===== src/rtl/data_memory_arbiter.sv =====
`default_nettype none
// ============================================================================
// data_memory_arbiter : round-robin share of a single-port data memory
// between the CPU port (0) and a loader/debug port (1); optional macro
// ARB_PERF_COUNTERS_EN adds grant/conflict counters.   Rev 1.0
// ============================================================================
module data_memory_arbiter #(
    parameter int WAIT_CYCLES = 1
) (
    input  logic        clk,
    input  logic        reset,
    input  logic [1:0]  req_valid,
    input  logic [1:0]  req_write,
    input  logic [31:0] req_addr0,
    input  logic [31:0] req_addr1,
    input  logic [31:0] req_wdata0,
    input  logic [31:0] req_wdata1,
    output logic [1:0]  req_ready,
    output logic [1:0]  resp_valid,
    output logic        resp_err,
    output logic [31:0] resp_rdata,
    output logic [31:0] mem_address,
    output logic [31:0] mem_data_in,
    output logic        mem_write_enable,
    input  logic [31:0] mem_data_out,
`ifdef ARB_PERF_COUNTERS_EN
    output logic [31:0] grant_count0,
    output logic [31:0] grant_count1,
    output logic [31:0] conflict_count,
`endif
    output logic        busy
);

    typedef enum logic [1:0] {
        ST_IDLE   = 2'd0,
        ST_WAIT   = 2'd1,
        ST_ACCESS = 2'd2
    } state_t;

    localparam logic [3:0] WAIT_LOAD = 4'(WAIT_CYCLES);

    state_t      state;
    state_t      next_state;
    logic        last_grant;
    logic        owner;
    logic        write;
    logic [31:0] addr;
    logic [31:0] wdata;
    logic [3:0]  counter;
    logic        grant;
    logic        accept;
    logic        misaligned;

    // Both requesting: hand the grant to whoever did not win last time.
    always_comb begin
        grant = req_valid[1];
        if (req_valid == 2'b11) begin
            grant = ~last_grant;
        end
    end

    assign req_ready  = (state == ST_IDLE && reset && (|req_valid)) ?
                        (grant ? 2'b10 : 2'b01) : 2'b00;
    assign accept     = |(req_valid & req_ready);
    assign misaligned = |addr[1:0];
    assign busy       = (state != ST_IDLE);

    assign mem_address      = busy ? addr  : 32'd0;
    assign mem_data_in      = busy ? wdata : 32'd0;
    assign mem_write_enable = (state == ST_ACCESS) && write && !misaligned;

    always_comb begin
        next_state = state;
        case (state)
            ST_IDLE: begin
                if (accept) begin
                    next_state = (WAIT_CYCLES == 0) ? ST_ACCESS : ST_WAIT;
                end
            end
            ST_WAIT: begin
                if (counter == 4'd1) begin
                    next_state = ST_ACCESS;
                end
            end
            ST_ACCESS: next_state = ST_IDLE;
            default:   next_state = ST_IDLE;
        endcase
    end

    always_ff @(posedge clk or negedge reset) begin
        if (!reset) begin
            state <= ST_IDLE;
        end else begin
            state <= next_state;
        end
    end

    always_ff @(posedge clk or negedge reset) begin
        if (!reset) begin
            last_grant <= 1'b1;
            owner      <= 1'b0;
            write      <= 1'b0;
            addr       <= 32'd0;
            wdata      <= 32'd0;
            counter    <= 4'd0;
        end else begin
            if (accept) begin
                last_grant <= grant;
                owner      <= grant;
                write      <= req_write[grant];
                addr       <= grant ? req_addr1  : req_addr0;
                wdata      <= grant ? req_wdata1 : req_wdata0;
                counter    <= WAIT_LOAD;
            end else if (state == ST_WAIT) begin
                counter <= counter - 4'd1;
            end
        end
    end

    // Response registers: data/err hold until the next completion.
    always_ff @(posedge clk or negedge reset) begin
        if (!reset) begin
            resp_valid <= 2'b00;
            resp_err   <= 1'b0;
            resp_rdata <= 32'd0;
        end else if (state == ST_ACCESS) begin
            resp_valid <= owner ? 2'b10 : 2'b01;
            resp_err   <= misaligned;
            resp_rdata <= (!write && !misaligned) ? mem_data_out : 32'd0;
        end else begin
            resp_valid <= 2'b00;
        end
    end

`ifdef ARB_PERF_COUNTERS_EN
    always_ff @(posedge clk or negedge reset) begin
        if (!reset) begin
            grant_count0   <= 32'd0;
            grant_count1   <= 32'd0;
            conflict_count <= 32'd0;
        end else if (accept) begin
            if (grant) begin
                grant_count1 <= grant_count1 + 32'd1;
            end else begin
                grant_count0 <= grant_count0 + 32'd1;
            end
            if (req_valid == 2'b11) begin
                conflict_count <= conflict_count + 32'd1;
            end
        end
    end
`endif

endmodule
`default_nettype wire


===== config.mk =====
export PLATFORM = sky130hd
export DESIGN_NAME = data_memory_arbiter
export DESIGN_NICKNAME = d
export VERILOG_FILES = /design/src/rtl/data_memory_arbiter.sv
export SDC_FILE = /design/constraint.sdc
export NUM_CORES = 1
export LEC_CHECK = 0
export CELL_PAD_IN_SITES_DETAIL_PLACEMENT = 1
export CELL_PAD_IN_SITES_GLOBAL_PLACEMENT = 1
export CORE_MARGIN = 2
export CORE_UTILIZATION = 29
export DETAILED_ROUTE_END_ITERATION = 12
export PLACE_DENSITY = 0.84
export SLEW_MARGIN = 20
export SYNTH_ARGS = -nofsm -noshare
export SYNTH_HDL_FRONTEND = slang
export SYNTH_SLANG_ARGS = --single-unit

===== constraint.sdc =====
create_clock -name clk -period 2.49 [get_ports clk]
set_input_delay 0.6225 -clock clk [delete_from_list [all_inputs] [get_ports clk]]
set_output_delay 0.6225 -clock clk [all_outputs]
set_load 0.05 [all_outputs]

==> results of run 1 <==
report_power, final:
group	leakage, nW	internal [mW]	total, mW	switching (mW)
Combinational	2.29	3.59	8.15	4.56
Sequential	1.38	2.53	3.04	0.509
Clock	0.152	0.726	1.48	0.755
Total	3.82	6.85	12.7	5.83
cells in the final DEF, fill, tap and decap left out, types with 2 or more instances in the layout:
cell,instances
or3_1,2
and2_1,64
nor3_1,37
nand2b_1,2
dfrtp_2,2
clkbuf_16,9
a22o_1,32
a21oi_1,3
inv_8,2
dfrtp_1,105
ha_1,2
clkinv_8,3
a221o_1,65
buf_12,70
o21ai_0,3
buf_6,2
nor2_1,7
nor3_2,28
nor3b_1,2
buf_4,14
nand2_1,70
inv_1,4
clkdlybuf4s50_1,198
synth_stat cells, types with 2 or more instances:
library cell / number
nand2_1: 70
and2_1: 64
o21ai_0: 3
clkbuf_1: 27
or3_1: 2
nor3_2: 28
buf_2: 16
dfrtp_1: 107
ha_1: 2
buf_6: 4
inv_1: 4
a21oi_1: 3
nor2b_1: 2
a221o_1: 65
nor3b_1: 2
nand2b_1: 2
a22o_1: 32
nor3_1: 37
nor2_1: 7
buf_1: 4
metal layers:
metal | share of wire, % | routed length (um) | up-vias | global-route usage (%)
met5 | 0 | 0 | - | 0
met4 | 3.6 | 720 | 0 | 9.40
met3 | 4.8 | 962 | 44 | 4.02
met2 | 52 | 10500 | 186 | 37.5
met1 | 39 | 7920 | 2554 | 25.2
li1 | - | - | 2273 | -
flip-flops by register name, summed over array words and instances, names as in the netlist:
register    count
addr           32
resp_rdata     32
wdata          32
counter         4
resp_valid      2
state           2
last_grant      1
owner           1
resp_err        1
write           1
logic make-up (layout without fill, tap and decap cells):
group	after synthesis	after routing	share of synthesized area, %
buf+inv	55	305	4.89
flops	108	108	51.6
compound gates	105	105	18.5
xor+xnor	2	2	0.334
simple gates	220	220	24.2
fa+ha+maj	2	2	0.477
what timing repair did:
item / in CTS / in global routing
resized for setup: 0 / 4
setup buffers: 0 / 0
setup endpoints to repair: 0 / 50
cell type report:
type / instances / area share, %
clock buffer: 9 / 2.46
tap: 229 / 3.13
clock inverter: 7 / 0.971
sequential: 108 / 29.6
inverter: 4 / 0.164
multi-input combinational: 329 / 25.3
timing repair buffer: 285 / 38.4
worst max-delay path by stage:
stage                     depth (start not counted)              end    startpoint  slack [ns]
after floorplan                                   5     req_ready[0]         reset     -0.0008
after global placement                            4     req_ready[0]  req_valid[1]        0.21
after detailed placement                          4     req_ready[0]  req_valid[1]        0.17
after CTS                                         4  mem_address[26]      state[0]        0.05
after global routing                              4  mem_data_in[22]      state[0]        0.04
final                                             4  mem_address[21]      state[0]        0.12
critical path: stages (launching register included):
cell and delay (ns):
dfrtp_2 0.45, or2_2 0.34, buf_6 0.19, and2_1 0.23, buf_12 0.16
==> flow_summary.json, run 1 <==
{
  "status": "finished, final reports clean",
  "syn_area_per_cell_um2": 10.7,
  "yosysWarnings": 0,
  "numCtsBuffers": 9,
  "finalCritPeriodShare_pct": 95.0,
  "syn_area_um2": 5240,
  "final_nets": 905,
  "ctsHoldBuffers": 0,
  "yosysTopAreaCell": "dfrtp_1",
  "rsz0062_at_grt": "no",
  "timing.slew.headroom_pct": 41.6,
  "power_mw": 12.7,
  "hpwlAfterDp_um": 14800,
  "vdd_ir_drop_max_mv": 0.731,
  "fin_area_um2": 9150,
  "setup_slack_ns": 0.124,
  "fmax_mhz": 423,
  "rows": 49,
  "dr.pass1.iters": 6,
  "postRouteAntennaNets": 0,
  "grt_overflow": 0,
  "yosysSeqAreaShare_pct": 51.6,
  "dieArea_um2": 19200,
  "grt_pass1_vias": 5844,
  "skew_ns": 0.0182,
  "synth_area_leaders": "dfrtp_1, a221o_1, and2_1",
  "syn_to_final_growth_pct": 74.6,
  "clkTransAtPathRegs_ns": 0.08,
  "placed_area_um2": 8830,
  "synth_edf_count": 0,
  "routed_via_density": 5.21,
  "syn_inst": 492,
  "place_ws_ns": 0.170,
  "multiInputGateArea_um2": 2310,
  "synthArstFlopShare_pct": 100,
  "start_kind": "flop",
  "holdWs_ns": 0.358,
  "antenna_found_initial": 0,
  "portBuffers": 268,
  "pin_count": 269,
  "setup-violations-final": 0,
  "cts.sinks": 108,
  "power_density_nw_per_um2": 1390,
  "critPathArrivalTime_ns": 1.74,
  "crit_fanout": 32,
  "synth_cell_types": 31,
  "hold_viol_final": 0,
  "yosys_register_bits": 108,
  "ys.flop_type": "dfrtp_1",
  "min_path_type": "input port to asynchronous set/reset pin",
  "gp_congestion": 0.789,
  "synth_top_area_share_pct": 51.1,
  "reg2reg_slack_ns": 0.64,
  "grt_pass1_wl_um": 32500,
  "max-cap-violations": 0,
  "vias": 5057,
  "clk-insertion-delay-late_ns": 0.36,
  "drc": 0,
  "drt_iter0_drc": 181,
  "seqCellArea_um2": 2710,
  "wl_um": 20100,
  "r2r-start": "state[0]",
  "core_area_um2": 17800,
  "fin_tns_setup_ns": 0,
  "diodes": 0,
  "fillCellCount": 1878,
  "r2r_cells": 5,
  "htreeDepth": 3,
  "clk_path_buf_depth": 2,
  "r2r_end": "addr[22]",
  "fin_util_pct": 51.3,
  "layout-drive-gt1-share_pct": 19.0,
  "cts.root.buffer_cell": "clkbuf_16",
  "start_util_pct": 29.4,
  "die_w_um": 138,
  "crit_type": "flop to output pin",
  "grt_max_degree": 68,
  "endpoint_kind": "output pin",
  "track_usage_pct": 21.2,
  "min_period_ns": 2.37,
  "slew_viol_final": 0,
  "routedWlPerCell_um": 20.7,
  "die_h_um": 138,
  "stdcell_count": 971,
  "synth_nets": 660,
  "cts_tree": "built",
  "place_inst": 955,
  "critPathRequiredTime_ns": 1.87,
  "leakagePower_nw": 3.82,
  "tightest_slew_ns": 0.876
}
Power figures use the tool's default switching activity.
==> run 2, diff against run 1 <==
Settings changed: ABC_AREA from default to 1, CAP_MARGIN from default to 10, CORE_UTILIZATION 29 to 28, MAX_ROUTING_LAYER from default to met4, PLACE_DENSITY 0.84 to 0.85.
==> flow_summary.json, run 2 <==
{
  "status": "finished, final reports clean",
  "clk_path_buf_depth": 2,
  "fin_util_pct": 43.6,
  "slew_viol_final": 0,
  "numCtsBuffers": 9,
  "cp_slowest_cell": "clkdlybuf4s50_1",
  "tightest_slew_ns": 0.767,
  "finalCritPeriodShare_pct": 95.7,
  "die_w_um": 147,
  "htreeDepth": 3,
  "path_depth": 6,
  "final_nets": 1244,
  "hpwlAfterDp_um": 14300,
  "power_density_nw_per_um2": 1280,
  "top_regs": "addr (32), resp_rdata (32), wdata (32)",
  "skew_ns": 0.00963,
  "r2r-start": "state[0]",
  "clk-insertion-delay-late_ns": 0.35,
  "critPathArrivalTime_ns": 1.76,
  "layout-drive-gt1-share_pct": 10.5,
  "synth_edf_count": 0,
  "leakagePower_nw": 4.65,
  "min_path_type": "input port to asynchronous set/reset pin",
  "portBuffers": 268,
  "hold_viol_final": 0,
  "r2r_end": "wdata[23]",
  "reg2reg_slack_ns": 0.72,
  "clkTransAtPathRegs_ns": 0.08,
  "crit_fanout": 3,
  "rsz0062_at_grt": "no",
  "final_cell_mix": "nand2_1, clkdlybuf4s50_1, dfrtp_1",
  "timing.slew.headroom_pct": 48.9,
  "grt_pass1_wl_um": 32500,
  "synth.most_common_cell": "nand2_1",
  "syn_inst": 834,
  "crit_path_max_incr_delay_ns": 0.52,
  "grt_pass1_vias": 6416,
  "grt_max_degree": 109,
  "layout_commonest_cell": "nand2_1",
  "synth_nets": 1002,
  "fmax_mhz": 419,
  "track_usage_pct": 19.3,
  "fin_tns_setup_ns": 0,
  "start_kind": "input port",
  "routedWlPerCell_um": 14.9,
  "synth_area_leaders": "dfrtp_1, nand2_1, nand3_1",
  "die_h_um": 147,
  "cpMostUsedCell": "nor2_1",
  "cts_tree": "built",
  "vdd_ir_drop_max_mv": 0.441,
  "placed_area_um2": 8450,
  "ys.flop_type": "dfrtp_1",
  "endpoint_kind": "output pin",
  "pin_count": 269,
  "synth_common_cells": "nand2_1, dfrtp_1, nand3_1, nor2_1, inv_1",
  "synthArstFlopShare_pct": 100,
  "drc": 0,
  "yosys_register_bits": 108,
  "cts.sinks": 108,
  "syn_to_final_growth_pct": 53.9,
  "routed_via_density": 4.49,
  "min_period_ns": 2.38,
  "crit_family": "buffers and inverters",
  "wl_um": 20100,
  "ctsHoldBuffers": 0,
  "postRouteAntennaNets": 0,
  "dr.pass1.iters": 4,
  "yosysSeqAreaShare_pct": 47.5,
  "r2r_cells": 7,
  "fin_area_um2": 8760,
  "syn_area_um2": 5690,
  "synth_top_area_share_pct": 47.0,
  "cts.root.buffer_cell": "clkbuf_16",
  "setup-violations-final": 0,
  "drt_iter0_drc": 156,
  "dieArea_um2": 21500,
  "start_util_pct": 28.3,
  "gp_congestion": 0.789,
  "cp_num_buf_inv": 2,
  "crit_type": "input port to output pin",
  "synth_cell_types": 20,
  "grt_overflow": 0,
  "yosysWarnings": 0,
  "crit_path_cell_trace": "clkdlybuf4s50_1 -> nor2_1 -> nor2_1 -> nand2_2 -> nor2_2 -> buf_12",
  "vias": 6072,
  "syn_area_per_cell_um2": 6.83,
  "diodes": 0,
  "core_area_um2": 20100,
  "critPathRequiredTime_ns": 1.87,
  "rows": 52,
  "antenna_found_initial": 0,
  "yosysTopAreaCell": "dfrtp_1",
  "max-cap-violations": 0
}
run 2: cell count changes after synthesis, sizes merged, moves of 32 or more:
cell,change
nand2,+336
and2,-64
nor2,+76
a221o,-65
nand3,+100
a22o,-32
nor3,-64
inv,+74
run 2: through the flow:
step	hold WS [ns]	std cells	setup slack, ns	total power [mW]
6_report	0.305	1351	0.106	11.3
5_1_grt	0.456	1351	0.0454	12.0
4_1_cts	0.442	1350	0.0187	11.4
3_5_place_dp	0.458	1334	0.0190	9.87
3_3_place_gp	0.439	1334	0.0107	9.70
2_1_floorplan	0.327	834	0.0536	7.52
run 2: repair_timing:
| action | in CTS | in global routing |
|---|---|---|
| hold endpoints to repair | 0 | 0 |
| resized for setup | 0 | 2 |
| setup buffers | 0 | 1 |
| setup endpoints to repair | 0 | 36 |
run 2: per-layer routing:
metal | routed length [um] | global-route usage (%) | share of wire (%) | vias up
met5 | 0 | - | 0 | -
met4 | 405 | 5.78 | 2.0 | 0
met3 | 1030 | 4.09 | 5.1 | 25
met2 | 10000 | 32.9 | 50 | 161
met1 | 8620 | 22.8 | 43 | 2902
li1 | - | - | - | 2984
run 2: cell type report:
class / instances / area [um^2]
inverter: 78 / 293
clock inverter: 7 / 76.3
tap: 270 / 338
sequential: 108 / 2700
fill: 2531 / 11300
timing repair buffer: 283 / 2710
multi-input combinational: 596 / 2420
clock buffer: 9 / 225
run 2: cells by family (layout without fill, tap and decap cells):
kind of cell               after synthesis  after routing  share of synthesized area (%)
DFF                                    108            108                           47.5
adders and majority gates                2              2                          0.439
buffers and inverters                  130            377                           10.4
AOI/OAI and AO/OA                        2              2                          0.198
and+or+nand+nor                        592            592                           41.5
run 2: worst max-delay path by stage:
stage | from | to
floorplan | req_valid[0] | req_ready[0]
global route | req_valid[0] | req_ready[1]
global placement | req_valid[0] | req_ready[1]
detailed placement | req_valid[0] | req_ready[1]
CTS | req_valid[0] | req_ready[1]
finish | req_valid[0] | req_ready[1]
run 2: power breakdown:
group / leakage, nW / switching [mW] / total, mW / internal, mW
logic: 3.12 / 4.71 / 6.79 / 2.08
clock network: 0.149 / 0.763 / 1.48 / 0.721
registers: 1.38 / 0.450 / 2.98 / 2.53
total: 4.65 / 5.92 / 11.3 / 5.34
